$ cat src/rtl/neuron_activation_if.sv
// Stream bundle around neuron_activation: sample in, activation/decision out.
// Carries the optional sat flag when ACT_STATUS_EN is defined.
interface neuron_activation_if #(
  parameter int IN_W  = 16,
  parameter int OUT_W = 16
);
  logic             in_valid;
  logic [IN_W-1:0]  a_input;
  logic             out_valid;
  logic [OUT_W-1:0] activation;
  logic             out;
`ifdef ACT_STATUS_EN
  logic             sat;

  modport master (output in_valid, a_input, input out_valid, activation, out, sat);
  modport slave  (input in_valid, a_input, output out_valid, activation, out, sat);
`else
  modport master (output in_valid, a_input, input out_valid, activation, out);
  modport slave  (input in_valid, a_input, output out_valid, activation, out);
`endif
endinterface

$ cat src/rtl/neuron_activation.sv
// Two-stage PLAN sigmoid: a_input = -z (Q4.12) -> activation = sigmoid(z) (Q1.15) plus decision bit.
// Optional saturation flag output enabled by defining ACT_STATUS_EN.
module neuron_activation #(
  parameter int IN_W  = 16,
  parameter int OUT_W = 16
) (
  input  logic               clk,
  input  logic               rst_n,
  neuron_activation_if.slave bus
);
  localparam int FRAC = 12;
  localparam logic [IN_W-1:0]  A_MIN  = {1'b1, {(IN_W-1){1'b0}}};
  localparam logic [IN_W-1:0]  Z_MAX  = {1'b0, {(IN_W-1){1'b1}}};
  localparam logic [IN_W-1:0]  X_ONE  = IN_W'(1 << FRAC);
  localparam logic [IN_W-1:0]  X_BRK  = IN_W'(19 << (FRAC - 3));
  localparam logic [IN_W-1:0]  X_SAT  = IN_W'(5 << FRAC);
  localparam logic [OUT_W-1:0] Y_ONE  = {1'b1, {(OUT_W-1){1'b0}}};
  localparam logic [OUT_W-1:0] C_SEG0 = OUT_W'(16'h4000);
  localparam logic [OUT_W-1:0] C_SEG1 = OUT_W'(16'h5000);
  localparam logic [OUT_W-1:0] C_SEG2 = OUT_W'(16'h6C00);

  logic             v1_q;
  logic             s_q, s_d;
  logic [IN_W-1:0]  x_q, x_d;
  logic [IN_W-1:0]  z_d;

  logic             ov_q;
  logic [OUT_W-1:0] act_q, act_d;
  logic             out_q, out_d;
  logic [OUT_W-1:0] y_d;
  logic [OUT_W-1:0] xo;

  // Negating the most negative input would overflow; clamp to the largest positive z.
  always_comb begin
    z_d = (bus.a_input == A_MIN) ? Z_MAX : -bus.a_input;
    s_d = z_d[IN_W-1];
    x_d = s_d ? -z_d : z_d;
  end

  always_ff @(posedge clk or negedge rst_n) begin
    if (!rst_n) begin
      v1_q <= 1'b0;
      s_q  <= 1'b0;
      x_q  <= '0;
    end else begin
      v1_q <= bus.in_valid;
      if (bus.in_valid) begin
        s_q <= s_d;
        x_q <= x_d;
      end
    end
  end

  // Scaling by a power of two maps Q4.12 slopes directly onto Q1.15 shifts.
  always_comb begin
    xo = OUT_W'(x_q);
    if (x_q >= X_SAT)       y_d = Y_ONE;
    else if (x_q >= X_BRK)  y_d = (xo >> 2) + C_SEG2;
    else if (x_q >= X_ONE)  y_d = xo + C_SEG1;
    else                    y_d = (xo << 1) + C_SEG0;
    act_d = s_q ? (Y_ONE - y_d) : y_d;
    out_d = ~s_q;
  end

  always_ff @(posedge clk or negedge rst_n) begin
    if (!rst_n) begin
      ov_q  <= 1'b0;
      act_q <= '0;
      out_q <= 1'b0;
    end else begin
      ov_q <= v1_q;
      if (v1_q) begin
        act_q <= act_d;
        out_q <= out_d;
      end
    end
  end

`ifdef ACT_STATUS_EN
  logic sat_q;

  always_ff @(posedge clk or negedge rst_n) begin
    if (!rst_n)    sat_q <= 1'b0;
    else if (v1_q) sat_q <= (x_q >= X_SAT);
  end

  assign bus.sat = sat_q;
`endif

  assign bus.out_valid  = ov_q;
  assign bus.activation = act_q;
  assign bus.out        = out_q;
endmodule

$ cat src/flat_wrapper.sv
// flat-port wrapper written by rule: the top's interface ports become plain ports
module neuron_activation_flat 
#(
  parameter int IN_W  = 16,
  parameter int OUT_W = 16
)
  (clk, rst_n, bus_in_valid, bus_a_input, bus_out_valid, bus_activation, bus_out);
  neuron_activation_if #(.IN_W(IN_W), .OUT_W(OUT_W)) bus_i ();
  input  logic clk;
  input  logic rst_n;
  input wire logic [$bits(bus_i.in_valid)-1:0] bus_in_valid;
  input wire logic [$bits(bus_i.a_input)-1:0] bus_a_input;
  output wire logic [$bits(bus_i.out_valid)-1:0] bus_out_valid;
  output wire logic [$bits(bus_i.activation)-1:0] bus_activation;
  output wire logic [$bits(bus_i.out)-1:0] bus_out;
  assign bus_i.in_valid = bus_in_valid;
  assign bus_i.a_input = bus_a_input;
  assign bus_out_valid = bus_i.out_valid;
  assign bus_activation = bus_i.activation;
  assign bus_out = bus_i.out;
  neuron_activation #(.IN_W(IN_W), .OUT_W(OUT_W)) u_core (.clk(clk), .rst_n(rst_n), .bus(bus_i));
endmodule
$ cat config.mk
export PLATFORM = sky130hd
export DESIGN_NAME = neuron_activation_flat
export DESIGN_NICKNAME = d
export VERILOG_FILES = /design/src/rtl/neuron_activation_if.sv /design/src/rtl/neuron_activation.sv /design/src/flat_wrapper.sv
export SDC_FILE = /design/constraint.sdc
export NUM_CORES = 1
export LEC_CHECK = 0
export CAP_MARGIN = 20
export CORE_MARGIN = 3
export CORE_UTILIZATION = 45
export CTS_BUF_LIST = sky130_fd_sc_hd__clkbuf_4 sky130_fd_sc_hd__clkbuf_8 sky130_fd_sc_hd__clkbuf_16
export CTS_CLUSTER_DIAMETER = 40
export DETAILED_ROUTE_END_ITERATION = 10
export PLACE_DENSITY = 0.7
export SLEW_MARGIN = 0
export SYNTH_ARGS = -nofsm -noshare
export SYNTH_HDL_FRONTEND = slang
export SYNTH_SLANG_ARGS = --single-unit
$ cat constraint.sdc
create_clock -name clk -period 6.22 [get_ports clk]
set_input_delay 1.244 -clock clk [delete_from_list [all_inputs] [get_ports clk]]
set_output_delay 1.244 -clock clk [all_outputs]
set_load 0.05 [all_outputs]
# Word-level counts from Yosys, hierarchy flattened
# Index checks and enable logic that the tools add are counted.
[word_totals]
input_bits = 19
out_inout_bits = 18
ff_bits = 36
word_cells = 23
[classes]
n_addsub = 6
bitwise = 1
order_cmp = 3
mux = 6
eq_ne = 1
[ops]
columns = ["operator", "count"]
rows = [
  ["$mux W16", 6],
  ["$add A16 B15 Y16 const B", 2],
  ["$neg A16 Y16", 2],
  ["$add A14 B15 Y16 const B", 1],
  ["$eq A16 B16 Y1 const B", 1],
  ["$ge A16 B13 Y1 const B", 1],
  ["$ge A16 B14 Y1 const B", 1],
  ["$ge A16 B15 Y1 const B", 1],
  ["$sub A16 B16 Y16 const A", 1],
  ["$not A1 Y1", 1],
]

# Logic depth before layout (Yosys ltp)
[logic_depth]
word_depth = 6
ltp_mapped = 16
ltp_nobuf = 13

# Worst setup path before layout
# OpenSTA, ideal clock, no wires.
[synth_path]
kind = "input to register"
startpoint = "in bus_a_input[0]"
endpoint = "reg u_core.x_q[12]"
arrival_time_ns = 3.633
t_required_ns = 6.084
setup_ns = 0.136
stages = 15
path_buffers = 2
slack_ns = 2.451
path_cell_list = "inv_1 -> ha_1 -> or3b_2 -> clkbuf_1 -> or3_1 -> buf_2 -> nor2_1 -> nor2_1 -> ha_1 -> nand2_1 -> a21oi_1 -> nor4b_1 -> a21oi_1 -> xor2_1 -> a21oi_1"
[synth_between]
elab_chain_len = 4
elab_cells_between_ends = 5
cone_classes = "2 x add/sub; 1 x eq/ne; 2 x mux"
[synth_rtl]
columns = ["element", "line_no", "rtl"]
rows = [
  ["start: declaration", "flat_wrapper.sv:12", "input wire logic [$bits(bus_i.a_input)-1:0] bus_a_input;"],
  ["$neg A16 Y16 / $eq A16 B16 Y1 (equally long branches)", "neuron_activation.sv:35", "z_d = (bus.a_input == A_MIN) ? Z_MAX : -bus.a_input;"],
  ["$mux W16 (*)", "neuron_activation.sv:35", ""],
  ["$neg A16 Y16", "neuron_activation.sv:37", "x_d = s_d ? -z_d : z_d;"],
  ["$mux W16 (*)", "neuron_activation.sv:37", ""],
  ["end signal: assignment", "neuron_activation.sv:44", "x_q <= '0;"],
  ["end signal: assignment", "neuron_activation.sv:49", "x_q <= x_d;"],
  ["end: declaration", "neuron_activation.sv:24", "logic [IN_W-1:0] x_q, x_d;"],
]
# Mark *: on every way between the ends. The rest lies on a longest branch, timed or not.
# A chain may end at the register's enable or synchronous reset.

# Final worst setup path
[layout_path]
startpoint = "in bus_a_input[0]"
endpoint = "reg u_core.x_q[14]"
# Same word-level chain as after synthesis.

==> flow_summary_export.csv <==
group,metric,value,unit
floorplanning,die_h,90.94,um
sta,setup-violations-final,0,
clocking,htree_levels,2,
drt,wl_per_cell,15.05,um
yosys,syn_nets,446,
place,io_buffers,36,
worst_setup_path,cp_top_family,"simple AND/OR/NAND/NOR gates",
floorplanning,core,6907,um2
worst_setup_path,critPathKind,"in -> reg",
drt,viasPerCell,5.996,
worst_setup_path,crit_slowest_cell,"nor4b_1",
worst_setup_path,path_buf_inv,2,
yosys,avgSynthCellArea,7.786,um2
place,routabilityCongestion,0.9060,
layout,nFillCells,681,
worst_setup_path,worstPathMaxFanout,7,
min_path,hold_start,"u_core.bus.activation[1]$_DFFE_PN0P_",
drt,antenna_left,0,
clocking,post_cts_resize_count,0,
layout,num_antenna_cells,0,
power_and_ir_drop,ir_worst_vdd,0.00009128,V
floorplanning,die_width,90.94,um
yosys,synth_edf_count,0,
worst_setup_path,cp.arrival,4490,ps
yosys,ys_ff_latch,36,
power_and_ir_drop,p_leak,1.375,nW
yosys,yosysSeqAreaShare,0.2775,
global_routing,grt_pass1_vias,2917,
worst_setup_path,r2r_start,"u_core.x_q[14]$_DFFE_PN0P_",
min_path,hold_end,"u_core.bus.activation[1]$_DFFE_PN0P_",
power_and_ir_drop,p_per_area,261.6,nW/um2
clocking,cts_max_path_buffers,2,
sta,rsz0062_at_grt,"no",
place,hpwl,6118,um
clocking,post_cts_buffers,0,
yosys,synthArstFlopShare,1.000,
clocking,clock_sinks,36,
layout,drive_above_1_share,0.06818,
global_routing,track_usage,0.2027,
clocking,cts_tree,"yes",
yosys,yosys_warnings,0,
yosys,ys.flop_type,"dfrtp_1",
worst_setup_path,max_stage_delay,690,ps
global_routing,antenna_found_initial,0,
run,cap_violations,0,
sta,hold_viol,0,
clocking,cts_buffers,5,
sta,slew-limit-headroom,0.4396,
floorplanning,dieArea,8270,um2
drt,drtPass1Iterations,5,
worst_setup_path,crit_chain,"clkdlybuf4s50_1 -> inv_1 -> ha_1 -> or3b_2 -> or3_1 -> nor2_1 -> nor2_1 -> ha_1 -> nand2_1 -> a21oi_1 -> nor4b_1 -> a41oi_2 -> xnor2_1 -> a21oi_1",
clocking,clk_pin_slew,80,ps
worst_setup_path,startpoint_type,"input pin",
min_path,min_path_cells,1,
global_routing,grt_pass1_wl,14100,um
global_routing,grt_max_degree,37,
floorplanning,initial_core_util,0.4701,
sta,fin_crit_sh,0.6955,
yosys,syn_inst,417,
clocking,clkLatencyLatePin,290,ps
worst_setup_path,required,6380,ps
layout,nNetsFinal,468,
power_and_ir_drop,total_power,0.9815,mW
drt,vias,3214,
sta,slew_viol_final,0,
layout,fin_util,0.5433,
layout,layout_common_cells,"44 x nor2_1, 40 x a21oi_1, 36 x nand2_1, 36 x clkdlybuf4s50_1, 36 x dfrtp_1",
worst_setup_path,r2r_slack,2470,ps
min_path,hold_path.class,"reg -> reg",
drt,post-route-drc-count,0,
clocking,cts.hold.buffers_added,0,
clocking,clockRootBuffer,"clkbuf_8",
yosys,ys_types,62,
worst_setup_path,rr_worst_depth,12,
floorplanning,row_count,30,
worst_setup_path,startpoint,"bus_a_input[0]",
sta,worst_pin_slew,829.0,ps
sta,final.setup.tns,0,ps
layout,syn_to_final_growth,15.57,%
drt,drt_iter0_drc,386,
floorplanning,ios,37,
sta,max_freq,0.2312,GHz
sta,min_period,4326,ps
worst_setup_path,rr_endpoint,"u_core.bus.activation[14]$_DFFE_PN0P_",
outcome,status,"finished, final reports clean",
global_routing,grt-ovfl-total,0,
worst_setup_path,crit_path_end_kind,"flip-flop",
drt,wirelength,8067,um
yosys,syn_area,3247,um2
sta,fin_skew,11.48,ps
layout,layout_commonest_cell,"nor2_1",
-- cell type report --
class                           count  area, um2  area share
Inverter                           14      52.55     0.01400
Clock inverter                      3      23.77    0.006335
Multi-Input combinational cell    340       2181      0.5812
Sequential cell                    36      900.9      0.2401
Timing Repair Buffer               42      405.4      0.1080
Tap cell                           96      120.1     0.03201
Clock buffer                        5      68.82     0.01834
-- state kept, by name (all words and copies together), names as in the netlist --
signal and flops:
u_core.v1_q 1, u_core.bus.out 1, u_core.bus.activation 16, u_core.s_q 1, u_core.bus.out_valid 1, u_core.x_q 16
-- synth_stat cells (all sizes together) (2+ instances only) --
| library cell | count | share of area |
|---|---|---|
| xor2 | 7 | 0.019 |
| o311ai | 3 | 0.0081 |
| a21oi | 40 | 0.062 |
| clkbuf | 20 | 0.023 |
| or3 | 11 | 0.021 |
| a31oi | 10 | 0.019 |
| a21o | 3 | 0.0069 |
| nand3 | 16 | 0.025 |
| or2 | 5 | 0.0096 |
| or3b | 2 | 0.0054 |
| and3 | 2 | 0.0039 |
| nand2 | 36 | 0.042 |
| ha | 10 | 0.039 |
| o21a | 3 | 0.0069 |
| nor3b | 3 | 0.0069 |
| mux2 | 7 | 0.025 |
| o21ai | 22 | 0.034 |
| o211ai | 7 | 0.016 |
| and2 | 2 | 0.0039 |
| mux2i | 5 | 0.015 |
| inv | 13 | 0.015 |
| buf | 7 | 0.012 |
| xnor2 | 23 | 0.062 |
| a2111oi | 3 | 0.0081 |
| a311oi | 6 | 0.016 |
| and4 | 2 | 0.0054 |
| nor3 | 16 | 0.025 |
| nor4 | 6 | 0.013 |
| or4 | 3 | 0.0081 |
| nor4b | 8 | 0.022 |
| o22a | 4 | 0.011 |
| a211oi | 5 | 0.012 |
| dfrtp | 36 | 0.28 |
| o31ai | 4 | 0.0092 |
| a41oi | 3 | 0.010 |
| nor4bb | 3 | 0.0092 |
| a21boi | 2 | 0.0046 |
| nor2 | 44 | 0.051 |
-- logic make-up after synthesis --
family                   Yosys count  share of synthesized area
XOR/XNOR                          30                    0.08092
buffers and inverters             41                    0.05086
multiplexers                      12                    0.04085
AO/OA/AOI/OAI                    125                     0.2520
AND/OR/NAND/NOR                  163                     0.2594
flip-flops                        36                     0.2775
adder cells (fa/ha/maj)           10                    0.03854
-- metal layers --
layer	wire [um]	vias up	GRT usage
li1	-	1591	-
met1	3467	1472	0.2699
met2	3945	136	0.3476
met3	515	15	0.02651
met4	138	0	0.04899
met5	0	-	0
-- worst max-delay path by stage --
stage	slack (ps)	cells past startpoint	endpoint
6_report	1890	14	u_core.x_q[14]$_DFFE_PN0P_
5_1_grt	1580	14	u_core.x_q[14]$_DFFE_PN0P_
4_1_cts	1880	14	u_core.x_q[12]$_DFFE_PN0P_
3_5_place_dp	1620	14	u_core.x_q[12]$_DFFE_PN0P_
3_3_place_gp	1760	14	u_core.x_q[14]$_DFFE_PN0P_
2_1_floorplan	2450	15	u_core.x_q[12]$_DFFE_PN0P_
-- through the flow --
stage	setup WS (ps)	std cells	instance area, um2	hold slack, ps
after floorplan	2451	417	3247	351.9
after global placement	1761	528	3660	465.9
after detailed placement	1622	528	3660	470.2
after CTS	1880	536	3752	490.4
after global routing	1582	536	3752	521.3
final	1894	536	3752	484.1
-- report_power, final --
| part | total [mW] | switching [mW] | internal, mW |
|---|---|---|---|
| Sequential | 0.330 | 0.0507 | 0.279 |
| Combinational | 0.478 | 0.295 | 0.183 |
| Clock | 0.174 | 0.0946 | 0.0794 |
No activity file was read; power rests on OpenSTA's default activity.
